===== config.mk =====
export PLATFORM = sky130hd
export DESIGN_NAME = cp0_regfile_flat
export DESIGN_NICKNAME = d
export VERILOG_FILES = /design/src/rtl/cp0_regfile_pkg.sv /design/src/rtl/cp0_regfile_if.sv /design/src/rtl/cp0_regfile.sv /design/src/flat_wrapper.sv
export SDC_FILE = /design/constraint.sdc
export NUM_CORES = 1
export LEC_CHECK = 0
export BUFFER_PORTS_ARGS = -buffer_cell sky130_fd_sc_hd__buf_4
export CAP_MARGIN = 10
export CELL_PAD_IN_SITES_DETAIL_PLACEMENT = 1
export CELL_PAD_IN_SITES_GLOBAL_PLACEMENT = 2
export CORE_MARGIN = 1
export CORE_UTILIZATION = 23
export DETAILED_ROUTE_END_ITERATION = 7
export HOLD_SLACK_MARGIN = 0.12
export PLACE_DENSITY_LB_ADDON = 0.1
export SLEW_MARGIN = 20
export SYNTH_ARGS = -nofsm -noshare
export SYNTH_HDL_FRONTEND = slang
export SYNTH_SLANG_ARGS = --single-unit

===== constraint.sdc =====
create_clock -name clk -period 1.8 [get_ports clk]
set_input_delay 0.36 -clock clk [delete_from_list [all_inputs] [get_ports clk]]
set_output_delay 0.36 -clock clk [all_outputs]
set_load 0.01 [all_outputs]

===== src/rtl/cp0_regfile_pkg.sv =====
// Shared CP0 definitions: register numbers, SR/Cause bit positions and ExcCodes.
package cp0_regfile_pkg;

   localparam int unsigned DATA_W = 32;
   localparam int unsigned ADDR_W = 5;
   localparam int unsigned INT_W  = 6;
   localparam int unsigned CODE_W = 5;

   localparam logic [ADDR_W-1:0] CP0_SR    = 5'd12;
   localparam logic [ADDR_W-1:0] CP0_CAUSE = 5'd13;
   localparam logic [ADDR_W-1:0] CP0_EPC   = 5'd14;
   localparam logic [ADDR_W-1:0] CP0_PRID  = 5'd15;

   localparam int unsigned SR_IE_BIT  = 0;
   localparam int unsigned SR_EXL_BIT = 1;
   localparam int unsigned SR_IM_LO   = 10;
   localparam int unsigned SR_IM_HI   = 15;

   localparam int unsigned CAUSE_CODE_LO = 2;
   localparam int unsigned CAUSE_CODE_HI = 6;
   localparam int unsigned CAUSE_IP_LO   = 10;
   localparam int unsigned CAUSE_IP_HI   = 15;
   localparam int unsigned CAUSE_BD_BIT  = 31;

   localparam logic [CODE_W-1:0] EXC_INT  = 5'd0;
   localparam logic [CODE_W-1:0] EXC_ADEL = 5'd4;
   localparam logic [CODE_W-1:0] EXC_ADES = 5'd5;
   localparam logic [CODE_W-1:0] EXC_RI   = 5'd10;
   localparam logic [CODE_W-1:0] EXC_OV   = 5'd12;

   // Word-align an address by clearing its two low bits.
   function automatic logic [DATA_W-1:0] word_align(input logic [DATA_W-1:0] a);
      return {a[DATA_W-1:2], 2'b00};
   endfunction

endpackage


===== src/rtl/cp0_regfile_if.sv =====
// WB-stage CP0 access, exception-commit and interrupt signals between pipeline and CP0.
interface cp0_regfile_if;
   import cp0_regfile_pkg::*;

   logic                 isMTC0W;
   logic                 isMFC0W;
   logic [ADDR_W-1:0]    cp0_addr;
   logic [DATA_W-1:0]    wdata;
   logic [DATA_W-1:0]    rdata;
   logic [INT_W-1:0]     hw_int;
   logic                 exc_enter;
   logic [CODE_W-1:0]    exc_code;
   logic [DATA_W-1:0]    exc_pc;
   logic                 exc_bd;
   logic                 eret;
   logic                 int_req;
   logic [DATA_W-1:0]    epc_out;
   logic                 exl_out;

   modport master (
      output isMTC0W, isMFC0W, cp0_addr, wdata, hw_int,
             exc_enter, exc_code, exc_pc, exc_bd, eret,
      input  rdata, int_req, epc_out, exl_out
   );

   modport slave (
      input  isMTC0W, isMFC0W, cp0_addr, wdata, hw_int,
             exc_enter, exc_code, exc_pc, exc_bd, eret,
      output rdata, int_req, epc_out, exl_out
   );
endinterface


===== src/rtl/cp0_regfile.sv =====
// Coprocessor-0 register file: SR/Cause/EPC/PRId, interrupt request and
// exception entry / ERET state updates. Priority: exc_enter > eret > MTC0.
module cp0_regfile
   import cp0_regfile_pkg::*;
#(
   parameter logic [31:0] PRID      = 32'h4D49_5053,
   parameter logic [31:0] EPC_RESET = 32'h0000_0000
) (
   input logic          clk,
   input logic          reset,
   cp0_regfile_if.slave bus
);

   logic [INT_W-1:0]  sr_im;
   logic              sr_exl;
   logic              sr_ie;
   logic [INT_W-1:0]  cause_ip;
   logic              cause_bd;
   logic [CODE_W-1:0] cause_code;
   logic [DATA_W-1:0] epc;

   logic              wr_sr;
   logic              wr_epc;
   logic [DATA_W-1:0] exc_target;
   logic [DATA_W-1:0] sr_word;
   logic [DATA_W-1:0] cause_word;
   logic              unused_wdata;

   assign wr_sr      = bus.isMTC0W && (bus.cp0_addr == CP0_SR);
   assign wr_epc     = bus.isMTC0W && (bus.cp0_addr == CP0_EPC);
   assign exc_target = bus.exc_bd ? (bus.exc_pc - DATA_W'(4)) : bus.exc_pc;

   // Only IM/EXL/IE are stored; the remaining write-data bits are discarded.
   assign unused_wdata = ^{bus.wdata[31:16], bus.wdata[9:2]};

   // SR: EXL follows exc_enter > eret > MTC0; IM/IE are only written by MTC0.
   always_ff @(posedge clk) begin
      if (reset) begin
         sr_im  <= '0;
         sr_exl <= 1'b0;
         sr_ie  <= 1'b0;
      end else begin
         if (wr_sr) begin
            sr_im <= bus.wdata[SR_IM_HI:SR_IM_LO];
            sr_ie <= bus.wdata[SR_IE_BIT];
         end
         if (bus.exc_enter)
            sr_exl <= 1'b1;
         else if (bus.eret)
            sr_exl <= 1'b0;
         else if (wr_sr)
            sr_exl <= bus.wdata[SR_EXL_BIT];
      end
   end

   // Cause: IP samples hw_int every cycle; BD/ExcCode load on exception entry only.
   always_ff @(posedge clk) begin
      if (reset) begin
         cause_ip   <= '0;
         cause_bd   <= 1'b0;
         cause_code <= '0;
      end else begin
         cause_ip <= bus.hw_int;
         if (bus.exc_enter) begin
            cause_bd   <= bus.exc_bd;
            cause_code <= bus.exc_code;
         end
      end
   end

   // EPC: exception entry overrides a same-cycle MTC0.
   always_ff @(posedge clk) begin
      if (reset)
         epc <= EPC_RESET;
      else if (bus.exc_enter)
         epc <= word_align(exc_target);
      else if (wr_epc)
         epc <= word_align(bus.wdata);
   end

   always_comb begin
      sr_word                       = '0;
      sr_word[SR_IM_HI:SR_IM_LO]    = sr_im;
      sr_word[SR_EXL_BIT]           = sr_exl;
      sr_word[SR_IE_BIT]            = sr_ie;
      cause_word                             = '0;
      cause_word[CAUSE_BD_BIT]               = cause_bd;
      cause_word[CAUSE_IP_HI:CAUSE_IP_LO]    = cause_ip;
      cause_word[CAUSE_CODE_HI:CAUSE_CODE_LO] = cause_code;
   end

   // Read mux returns pre-edge register state.
   always_comb begin
      bus.rdata = '0;
      if (bus.isMFC0W) begin
         unique case (bus.cp0_addr)
            CP0_SR:    bus.rdata = sr_word;
            CP0_CAUSE: bus.rdata = cause_word;
            CP0_EPC:   bus.rdata = epc;
            CP0_PRID:  bus.rdata = PRID;
            default:   bus.rdata = '0;
         endcase
      end
   end

   assign bus.int_req = sr_ie & ~sr_exl & (|(cause_ip & sr_im));
   assign bus.epc_out = epc;
   assign bus.exl_out = sr_exl;

endmodule


===== src/flat_wrapper.sv =====
// flat-port wrapper written by rule: the top's interface ports become plain ports
module cp0_regfile_flat import cp0_regfile_pkg::*;
#(
   parameter logic [31:0] PRID      = 32'h4D49_5053,
   parameter logic [31:0] EPC_RESET = 32'h0000_0000
)
  (clk, reset, bus_isMTC0W, bus_isMFC0W, bus_cp0_addr, bus_wdata, bus_hw_int, bus_exc_enter, bus_exc_code, bus_exc_pc, bus_exc_bd, bus_eret, bus_rdata, bus_int_req, bus_epc_out, bus_exl_out);
  cp0_regfile_if bus_i ();
  input logic clk;
  input logic reset;
  input wire logic [$bits(bus_i.isMTC0W)-1:0] bus_isMTC0W;
  input wire logic [$bits(bus_i.isMFC0W)-1:0] bus_isMFC0W;
  input wire logic [$bits(bus_i.cp0_addr)-1:0] bus_cp0_addr;
  input wire logic [$bits(bus_i.wdata)-1:0] bus_wdata;
  input wire logic [$bits(bus_i.hw_int)-1:0] bus_hw_int;
  input wire logic [$bits(bus_i.exc_enter)-1:0] bus_exc_enter;
  input wire logic [$bits(bus_i.exc_code)-1:0] bus_exc_code;
  input wire logic [$bits(bus_i.exc_pc)-1:0] bus_exc_pc;
  input wire logic [$bits(bus_i.exc_bd)-1:0] bus_exc_bd;
  input wire logic [$bits(bus_i.eret)-1:0] bus_eret;
  output wire logic [$bits(bus_i.rdata)-1:0] bus_rdata;
  output wire logic [$bits(bus_i.int_req)-1:0] bus_int_req;
  output wire logic [$bits(bus_i.epc_out)-1:0] bus_epc_out;
  output wire logic [$bits(bus_i.exl_out)-1:0] bus_exl_out;
  assign bus_i.isMTC0W = bus_isMTC0W;
  assign bus_i.isMFC0W = bus_isMFC0W;
  assign bus_i.cp0_addr = bus_cp0_addr;
  assign bus_i.wdata = bus_wdata;
  assign bus_i.hw_int = bus_hw_int;
  assign bus_i.exc_enter = bus_exc_enter;
  assign bus_i.exc_code = bus_exc_code;
  assign bus_i.exc_pc = bus_exc_pc;
  assign bus_i.exc_bd = bus_exc_bd;
  assign bus_i.eret = bus_eret;
  assign bus_rdata = bus_i.rdata;
  assign bus_int_req = bus_i.int_req;
  assign bus_epc_out = bus_i.epc_out;
  assign bus_exl_out = bus_i.exl_out;
  cp0_regfile #(.PRID(PRID), .EPC_RESET(EPC_RESET)) u_core (.clk(clk), .reset(reset), .bus(bus_i));
endmodule

Word level (Yosys, flattened, before mapping)

Index checks and enable logic that the tools add are counted.

Register bits after elaboration: 50
Input bits: 87
Output and inout bits: 66
Logic and storage cells: 29

Add/subtract/negate cells: 1
Equality and inequality tests: 4
Muxes and demuxes: 8
Bitwise logic cells: 4
Reduce and logical (&&, ||, !) cells: 5

Operators by type and width:

| cell                  | number |
|---|---|
| $mux 32               | 4 |
| $pmux 32 s4           | 1 |
| $sub 32x3->32 const B | 1 |
| $eq 5x4->1 const B    | 4 |
| $and 6x6->6           | 1 |
| $reduce_or 6->1       | 1 |
| $mux 1                | 3 |
| $reduce_bool 3->1     | 1 |
| $and 1x1->1           | 2 |
| $logic_and 1x1->1     | 2 |
| $reduce_bool 2->1     | 1 |
| $not 1->1             | 1 |

Depth between registers and ports, before layout

Gate-level depths: netlist (run 1).

Word-level depth: 5
Depth in mapped cells: 8
Mapped depth without buffers: 7

Least setup slack after synthesis (run 1)

No wires, ideal clock.

Path kind: input-to-reg
Start: input port bus_exc_pc[12]
End: register u_core.epc[21] (netlist: u_core.bus.epc_out[21])
Library setup time: 0.080 ns
Data arrival time: 1.862 ns
Data required time: 1.720 ns
Slack: -0.142 ns
Stages: 5
Path buffers: 0
Path through: or4_4 nor4_4 nand4b_1 xor2_1 a211oi_2

Longest elaborated chain between the ends: 3

RTL lines:

| element              | RTL line           | source |
|---|---|---|
| start, declared      | flat_wrapper.sv:18 | `input wire logic [$bits(bus_i.exc_pc)-1:0] bus_exc_pc;` |
| $sub 32x3->32        | cp0_regfile.sv:31  | `assign exc_target = bus.exc_bd ? (bus.exc_pc - DATA_W'(4)) : bus.exc_pc;` |
| $mux 32              | cp0_regfile.sv:31  |  |
| $mux 32              | cp0_regfile.sv:75  | `else if (bus.exc_enter)` |
| end signal, assigned | cp0_regfile.sv:76  | `epc <= word_align(exc_target);` |
| end signal, assigned | cp0_regfile.sv:78  | `epc <= word_align(bus.wdata);` |
| end, declared        | cp0_regfile.sv:20  | `logic [DATA_W-1:0] epc;` |

No other way between the ends.
A chain may end at the register's enable or synchronous reset.

Final worst setup path (run 1)

Start: input port bus_cp0_addr[4]
End: output port bus_rdata[29]

Longest elaborated chain between the ends: 3
Elaborated cells on any way between the ends: 6
Classes of those cells: 4 x eq/ne; 2 x mux

RTL lines:

| element         | RTL line           | source |
|---|---|---|
| start, declared | flat_wrapper.sv:13 | `input wire logic [$bits(bus_i.cp0_addr)-1:0] bus_cp0_addr;` |
| $eq 5x4->1      | cp0_regfile.sv:96  | `unique case (bus.cp0_addr)` |
| $pmux 32 s4 *   | cp0_regfile.sv:96  |  |
| $mux 32 *       | cp0_regfile.sv:95  | `if (bus.isMFC0W) begin` |
| end, declared   | flat_wrapper.sv:21 | `output wire logic [$bits(bus_i.rdata)-1:0] bus_rdata;` |

Mark *: on every way between the ends. The rest lies on a longest branch, timed or not.

==> run metrics, run 1 <==
status=complete, no violations; synthesized flop and latch total=50; vias in the first global route=3,461; final wirelength=12.2 mm; pwr/cell area=544 nW/um^2; setup ws final=0.0163 ns; clock sink count=50; Crit-path slowest cell=and3b_2; mean post-synth cell area=8.34 sq um; pre-CTS WS=-0.384 ns; # hold bufs at CTS=0; Initial DRC Count=143; IO Count=153; Top delay family on crit path=simple AND/OR/NAND/NOR gates; Skew-Pair Late Insertion Delay=0.29 ns; Core Region=13,200 sq um; Critical Path AT=1.42 ns; crit-path cells=buf_6, and3b_2, nand3_4, nor2_4, buf_8, and2_4, buf_6; area leader, netlist=dfxtp_1; total CTS buffers=5; critical path launch point=bus_cp0_addr[4]; Die ar.=14,100 sq um; DPL Wire Length=9.43 mm; top post-synthesis cells by area=dfxtp_1, a211oi_1, nor2b_1; WP data required=1.44 ns; vias post-DR=3,412; RSZ-0062 raised after global routing=yes; CP endpoint kind=primary output; r2r setup slk=0.84 ns; Bufs on Longest Clock Path=2; Buffers on Ports=148; Seq/Total Area, Yosys=32.0%; CTS tree=yes; DIE HEIGHT=119 microns; largest net degree at the start of global routing=41; crit-path max FO=8; vias per cell=4.65; GR Util All Layers=17.3%; Period Utilization, post-route=99.1%; fin nets=645; synthesized area=3130 sq um; placer congestion estimate=0.791; Main synth FF type=dfxtp_1; synth cell count leaders=nor2_1, dfxtp_1, a211oi_1; Post-Syn Instances=375; MaxCap Viol Count=0; # diodes=0; Static Leak=2.19 nW; Final min period=1.78 ns; hold slack=0.291 ns; filler cell count=1,580; Final ANT Viol Nets=0; top-count cell post-synth=nor2_1; crit path kind=in -> out; Async S/R FF share, synth=0%; number of enable flip-flop cells after synthesis=0; Die X-Extent=119 microns; WP buf/inv=3; worst hold path startpoint=bus_hw_int[1]; htree depth=2; Final Max Slew Viols=0; Final Power=2.81 mW; Fin. Hold Viols=0; worst flop-to-flop path startpoint=u_core.bus.epc_out[8]; First-pass DRT Iterations=4; P&R area growth vs syn=65.3%; fmax=561 MHz; Worst VDD drop=0.392 mV; DRC Markers=0; type of origin of the critical path=input pin; routed len/inst=16.6 microns; Overflow after GRT=0; starting density of the core=23.6%; Core Rows=42; post-synth top area share=32.0%; Cell variety after synth=46; CP most frequent cell=buf_6; YS warnings=0; Clock Skews=0 ns; initial antenna violation count=0; Setup violations, final=0; layout cells sized above 1=44.5%; Worst Hold Class=in -> reg; first-pass GRT wire length=19.1 mm; Clock Pin Slew Worst Setup and Hold Paths=0.07 ns; root buffer cell=clkbuf_16; crit-path max cell delay=0.31 ns
[final timing paths]
kind	to	cells past startpoint
max	bus_rdata[29]	7
min	u_core.cause_ip[1]	2
max reg2reg	u_core.bus.epc_out[8]	3
min reg2reg	u_core.cause_code[2]	2
[metrics by stage]
step / std cells / setup TNS, ns / util [%] / instance area, sq um
final: 733 / 0 / 39.0 / 5170
after global routing: 733 / -0.268 / 39.0 / 5170
after CTS: 730 / 0 / 37.6 / 4980
after detailed placement: 723 / -7.18 / 36.4 / 4820
after global placement: 723 / -6.10 / 36.4 / 4820
after floorplan: 376 / -0.971 / - / 3130
[report_power, final]
group	total (mW)	internal, mW	switching, mW
clock	0.915	0.510	0.405
combinational	0.676	0.372	0.304
sequential	1.22	1.17	0.0516
total	2.81	2.05	0.760
[what timing repair did]
item,CTS,global route
setup buffers,0,2
gates cloned,0,1
setup endpoints to repair,27,24
pin swaps,7,16
gates resized for setup,8,37
[state kept, by name, summed over array words and instances (netlist names)]
name / flops
u_core.cause_ip: 6
u_core.sr_ie: 1
u_core.sr_im: 6
u_core.cause_code: 5
u_core.bus.epc_out: 30
u_core.cause_bd: 1
u_core.bus.exl_out: 1
[kinds of logic (layout without fill, tap and decap cells)]
family,after synthesis,after routing,synth area share (%)
XOR/XNOR,26,26,7.28
AND/OR/NAND/NOR,157,157,28.4
AO/OA/AOI/OAI,82,82,19.6
other,1,2,0.120
multiplexers,23,23,7.48
adder cells (fa/ha/maj),1,1,0.400
flip-flops,50,50,32.0
buffers and inverters,35,216,4.76
[per-layer routing]
metal	global-route usage, %	share of wire [%]	vias up
met1	24.3	49	1621
li1	-	-	1694
met2	28.1	46	92
met5	0	0	-
met4	2.85	0.49	0
met3	2.46	4.0	5
[cell type report]
| class | instances | area, sq um | share of cell area (%) |
|---|---|---|---|
| Timing Repair Buffer | 203 | 1700 | 32.8 |
| Clock buffer | 7 | 133 | 2.57 |
| Multi-Input combinational cell | 291 | 2100 | 40.6 |
| Tap cell | 176 | 220 | 4.26 |
| Inverter | 6 | 22.5 | 0.436 |
| Sequential cell | 50 | 1000 | 19.4 |
[placed cells by master, fill, tap and decap left out, types with 3 or more instances in the layout]
cell type / n
dfxtp_1: 50
nand2_1: 13
nor3_1: 4
nand4b_1: 3
or4_1: 3
a311oi_1: 3
xor2_1: 16
inv_1: 6
a21oi_1: 9
or3_1: 3
a22oi_1: 7
buf_6: 16
and2_4: 10
mux2i_1: 20
mux2_2: 3
nand3_2: 3
a211oi_2: 7
nor2b_1: 37
nand3_1: 4
nand2b_1: 3
a211oi_1: 47
buf_12: 7
xnor2_1: 8
o21ai_0: 3
buf_4: 178
nor2_1: 50
clkbuf_16: 6
No activity file was read; power rests on OpenSTA's default activity.
==> run 2: changes to the inputs <==
Settings changed: ABC_AREA from default to 1, CORE_UTILIZATION 23 to 20.
==> run metrics, run 2 <==
Top delay family on crit path=buffers and inverters; total CTS buffers=5 (unchanged); fmax=594 MHz (+6.0%); largest net degree at the start of global routing=47 (+15%); htree depth=2 (unchanged); final wirelength=15.3 mm (+26%); DRC Markers=0 (unchanged); vias in the first global route=4,341 (+25%); Period Utilization, post-route=93.5% (-5.6 points); cell area after layout=5310 sq um (+2.6%); Initial DRC Count=173 (+21%); Critical Path AT=1.32 ns (-0.10 ns); CTS tree=yes; commonest non-fill, non-tap cell in the layout=buf_4; initial antenna violation count=0 (unchanged); area leader, netlist=dfxtp_1; DIE HEIGHT=131 microns (+10%); Overflow after GRT=0 (unchanged); Main synth FF type=dfxtp_1; status=complete, no violations; mean post-synth cell area=5.94 sq um (-29%); Static Leak=2.52 nW (+15%); Fin. Hold Viols=0 (unchanged); synth cell count leaders=nand2_1, nor2_1, inv_1; max reg flops=30 (unchanged); vias per cell=4.43 (-4.8%); Placed Area=5050 sq um (+4.8%); WP data required=1.44 ns (about the same); Clock Pin Slew Worst Setup and Hold Paths=0.06 ns (about the same); Post-Syn Instances=558 (+49%); crit-path max FO=5 (-3); YS warnings=0 (unchanged); clock sink count=50 (unchanged); pre-CTS WS=-0.112 ns (+0.272 ns); type of origin of the critical path=input pin; Skew-Pair Late Insertion Delay=0.29 ns (about the same); CP endpoint kind=primary output; fin nets=838 (+30%); most frequent cells in the layout=buf_4, nand2_1, nor2_1; routed len/inst=15.8 microns (-4.7%); Die ar.=17,100 sq um (+22%); Final ANT Viol Nets=0 (unchanged); Core Rows=46 (+9.5%); MaxCap Viol Count=0 (unchanged); filler cell count=2,064 (+31%); DPL Wire Length=12.7 mm (+34%); vias post-DR=4,283 (+26%); first-pass GRT wire length=23.5 mm (+22%); CP most frequent cell=buf_4; placer congestion estimate=0.851 (+7.7%); # diodes=0 (unchanged); root buffer cell=clkbuf_16; top-count cell post-synth=nand2_1; starting density of the core=20.7% (-3.0 points); # hold bufs at CTS=0 (unchanged); Worst Hold Class=in -> reg; Seq/Total Area, Yosys=30.2% (-1.8 points); WP buf/inv=5 (+2); crit-path cells=buf_4, nor2_4, nand2_4, inv_4, buf_4, nand2_1, o221ai_2, nand2_1, inv_1, buf_4; Bufs on Longest Clock Path=2 (unchanged); Final min period=1.68 ns (-0.101 ns); First-pass DRT Iterations=4 (unchanged); Buffers on Ports=148 (unchanged); Crit-path slowest cell=nor2_4; Clock Skews=0 ns (unchanged); crit path kind=in -> out; IO Count=153 (unchanged); Core Region=16,100 sq um (+21%); layout cells sized above 1=32.6% (-12 points); Worst VDD drop=0.308 mV (-21%); setup ws final=0.118 ns (+0.101 ns); Async S/R FF share, synth=0% (unchanged); pwr/cell area=568 nW/um^2 (+4.4%); synthesized area=3320 sq um (+6.0%); GR Util All Layers=18.3% (+1.0 points); P&R area growth vs syn=59.9%; synthesized flop and latch total=50 (unchanged); top post-synthesis cells by area=dfxtp_1, nand2_1, nor2_1; Setup violations, final=0 (unchanged); post-synth top area share=30.2% (-1.8 points); crit-path max cell delay=0.16 ns (-0.15 ns); Final Max Slew Viols=0 (unchanged); Cell variety after synth=35 (-24%); Die X-Extent=131 microns (+10%); number of enable flip-flop cells after synthesis=0 (unchanged)
run 2: worst register-to-register path, delay by kind of cell, from the launching register on:
kind                   cells  cell delay [ns]
buffers and inverters      1             0.06
AO/OA/AOI/OAI              1             0.09
AND/OR/NAND/NOR            1             0.30
flip-flops                 1             0.35
run 2: report_power, final:
group / internal (mW) / switching (mW) / total (mW)
clock: 0.659 / 0.426 / 1.08
sequential: 1.17 / 0.0520 / 1.22
combinational: 0.335 / 0.373 / 0.707
total: 2.16 / 0.851 / 3.01
run 2: cell families (layout without fill, tap and decap cells):
logic type	Yosys count	in the layout	synth area share, %
AND/OR/NAND/NOR	301	301	37.9
AO/OA/AOI/OAI	111	111	19.0
buffers and inverters	87	279	10.6
flip-flops	50	50	30.2
XOR/XNOR	7	7	1.85
adder cells (fa/ha/maj)	1	1	0.377
other	1	2	0.113
run 2: layout make-up:
cell class | count | area, sq um | share of cell area, %
timing repair buffer | 206 | 1570 | 29.6
multi-input combinational | 422 | 2050 | 38.7
clock buffer | 7 | 133 | 2.50
inverter | 65 | 246 | 4.65
sequential | 50 | 1000 | 18.9
clock inverter | 1 | 30.0 | 0.566
tap | 216 | 270 | 5.09
run 2: final timing paths:
| check | depth (start not counted) | startpoint | endpoint | slack (ns) |
|---|---|---|---|---|
| worst min-delay path | 3 | bus_hw_int[0] | u_core.cause_ip[0] | 0.28 |
| worst max-delay path | 10 | bus_cp0_addr[4] | bus_rdata[10] | 0.12 |
| worst max register to register | 3 | u_core.bus.epc_out[15] | u_core.bus.epc_out[15] | 0.90 |
| worst min register to register | 2 | u_core.sr_ie | u_core.sr_ie | 0.48 |
run 2: stage by stage:
stage	setup TNS [ns]	std cells	power, mW	hold slack [ns]	utilization (%)
floorplan	0	559	1.51	0.438	-
global placement	-1.19	958	1.94	0.466	31.4
detailed placement	-1.51	958	1.95	0.474	31.4
CTS	0	966	3.05	0.279	32.6
global route	-0.00463	967	3.18	0.288	33.0
finish	0	967	3.01	0.282	33.0
run 2: metal layers:
metal | wire [microns] | vias to the layer above | global-route usage (%)
li1 | - | 2179 | -
met5 | 0 | - | 0
met1 | 7230 | 1997 | 24.9
met2 | 7410 | 99 | 30.9
met4 | 161 | 0 | 4.39
met3 | 480 | 8 | 1.79
run 2: what timing repair did:
action | CTS | global route
endpoints found under the setup margin | 12 | 12
pin swaps | 0 | 1
resized for setup | 6 | 17
hold endpoints to repair | 0 | 0
gates cloned | 0 | 0
setup buffers | 0 | 1
==> run 3: changes to the inputs <==
Settings changed: GPL_TIMING_DRIVEN from default to 0, RECOVER_POWER from default to 100.
==> run metrics, run 3 (synthesis results as in run 2) <==
vias in the first global route=4,282 (-1.4%); most frequent cells in the layout=buf_4, nand2_1, nor2_1; Bufs on Longest Clock Path=2 (unchanged); Buffers on Ports=147 (-0.68%); # hold bufs at CTS=0 (unchanged); Die ar.=17,100 sq um (unchanged); area of the multi-input gates=2090 sq um (+1.8%); Final ANT Viol Nets=0 (unchanged); Crit-path slowest cell=nor2_4; r2r setup slk=0.91 ns (about the same); Clock Pin Slew Worst Setup and Hold Paths=0.07 ns (about the same); Critical Path AT=1.39 ns (+0.07 ns); total CTS buffers=5 (unchanged); GR Util All Layers=18.8% (+0.50 points); First-pass DRT Iterations=4 (unchanged); placer congestion estimate=0.796 (-6.5%); pre-CTS WS=-0.605 ns (-0.494 ns); starting density of the core=20.7% (unchanged); final wirelength=15.7 mm (+2.9%); Overflow after GRT=0 (unchanged); Placed Instances=922 (-3.8%); layout cells sized above 1=25.2% (-7.4 points); clock sink count=50 (unchanged); Top delay family on crit path=buffers and inverters; Final min period=1.75 ns (+0.0700 ns); IO Count=153 (unchanged); status=complete, no violations; root buffer cell=clkbuf_16; setup ws final=0.0478 ns (-0.0700 ns); Final Non-Filler Cells=941 (-2.7%); Max transition margin=58.8%; Final Power=2.95 mW (-2.1%); fin nets=812 (-3.1%); Final Max Slew Viols=0 (unchanged); Core Region=16,100 sq um (unchanged); cells on worst reg2reg path=3 (unchanged); vias post-DR=4,187 (-2.2%); crit path kind=in -> out; pwr/cell area=594 nW/um^2 (+4.6%); Die X-Extent=131 microns (unchanged); Skew-Pair Late Insertion Delay=0.29 ns (about the same); htree depth=2 (unchanged); DRC Markers=0 (unchanged); filler cell count=2,125 (+3.0%); routed len/inst=16.7 microns (+5.8%); initial antenna violation count=0 (unchanged); Tightest Pin Transition=0.619 ns; Worst Hold Class=in -> reg; Clock Skews=0 ns (unchanged); Sum Neg Setup Slack=0 ns (unchanged); WP data required=1.44 ns (about the same); max reg flops=30 (unchanged); MaxCap Viol Count=0 (unchanged); Static Leak=2.22 nW (-12%); DIE HEIGHT=131 microns (unchanged); DPL Wire Length=13.3 mm (+4.8%); Setup violations, final=0 (unchanged); Core Rows=46 (unchanged); register area=1000 sq um (unchanged); # diodes=0 (unchanged); largest net degree at the start of global routing=15 (-68%); Fin. Hold Viols=0 (unchanged); RSZ-0062 raised after global routing=yes; Core Util, Final=30.9% (-2.1 points); Initial DRC Count=173 (unchanged); CP endpoint kind=primary output; CP most frequent cell=buf_4; P&R area growth vs syn=49.7%; crit-path max FO=4 (-1); WP buf/inv=4 (-1); commonest non-fill, non-tap cell in the layout=buf_4; vias per cell=4.45 (+0.46%); first-pass GRT wire length=23.9 mm (+1.9%); type of origin of the critical path=input pin; crit-path max cell delay=0.15 ns (about the same); Worst VDD drop=0.362 mV (+17%); fmax=571 MHz (-4.0%); Period Utilization, post-route=97.3% (+3.9 points); CTS tree=yes; Crit path depth=10 (unchanged); Worst Hold Depth=3 (unchanged); crit-path cells=buf_4, nor2_4, nand2_2, buf_6, nand2_4, o21ai_1, o221ai_2, nand2_1, inv_1, buf_4
==> run 3: cell count changes in the layout (fill, tap and decap cells not counted), sizes merged <==
cell,change
nand2,+1
buf,-69
clkbuf,+42
==> run 3: worst paths after layout <==
check / endpoint / start
setup reg to reg: u_core.bus.epc_out[15] / u_core.bus.epc_out[15]
setup / recovery: bus_rdata[14] / bus_cp0_addr[4]
hold / removal: u_core.cause_code[1] / bus_exc_code[1]
hold reg to reg: u_core.sr_ie / u_core.sr_ie
==> run 3: worst reg2reg max path, cell delays in order, from the launching register on <==
cell and delay [ns]:
dfxtp_1 0.35, or2_2 0.30, o2111ai_1 0.09, inv_1 0.05
==> run 3: stage by stage <==
stage / area (sq um) / hold slack, ns
6_report: 4960 / 0.287
5_1_grt: 4960 / 0.290
4_1_cts: 4950 / 0.282
3_5_place_dp: 4690 / 0.480
3_3_place_gp: 4690 / 0.467
2_1_floorplan: 3320 / 0.438
==> run 3: repair_timing <==
item | CTS | global route
gates cloned | 0 | 1
setup endpoints to repair | 27 | 29
setup buffers | 7 | 4
pin swaps | 3 | 8
gates resized for setup | 18 | 25
==> run 3: layout make-up <==
type                    count  share of cell area, %
plain buffers              21                   2.19
clock buffers               7                   2.67
clock inverters             1                  0.605
multi-input cells         423                   42.1
inverters                  65                   5.12
repair buffers            158                   21.7
flip-flops and latches     50                   20.2
well taps                 216                   5.44
==> run 3: where the power goes <==
group          total [mW]  internal (mW)  switching, mW
combinational       0.654          0.271          0.383
sequential           1.22           1.17         0.0524
clock                1.07          0.658          0.415
total                2.95           2.10          0.850
==> run 3: routing by layer <==
layer,GRT usage (%),up-vias,share of wire (%)
met5,0,-,0
met4,3.38,0,0.72
met3,2.16,8,3.7
met2,33.8,89,50
met1,24.1,1947,45
li1,-,2143,-
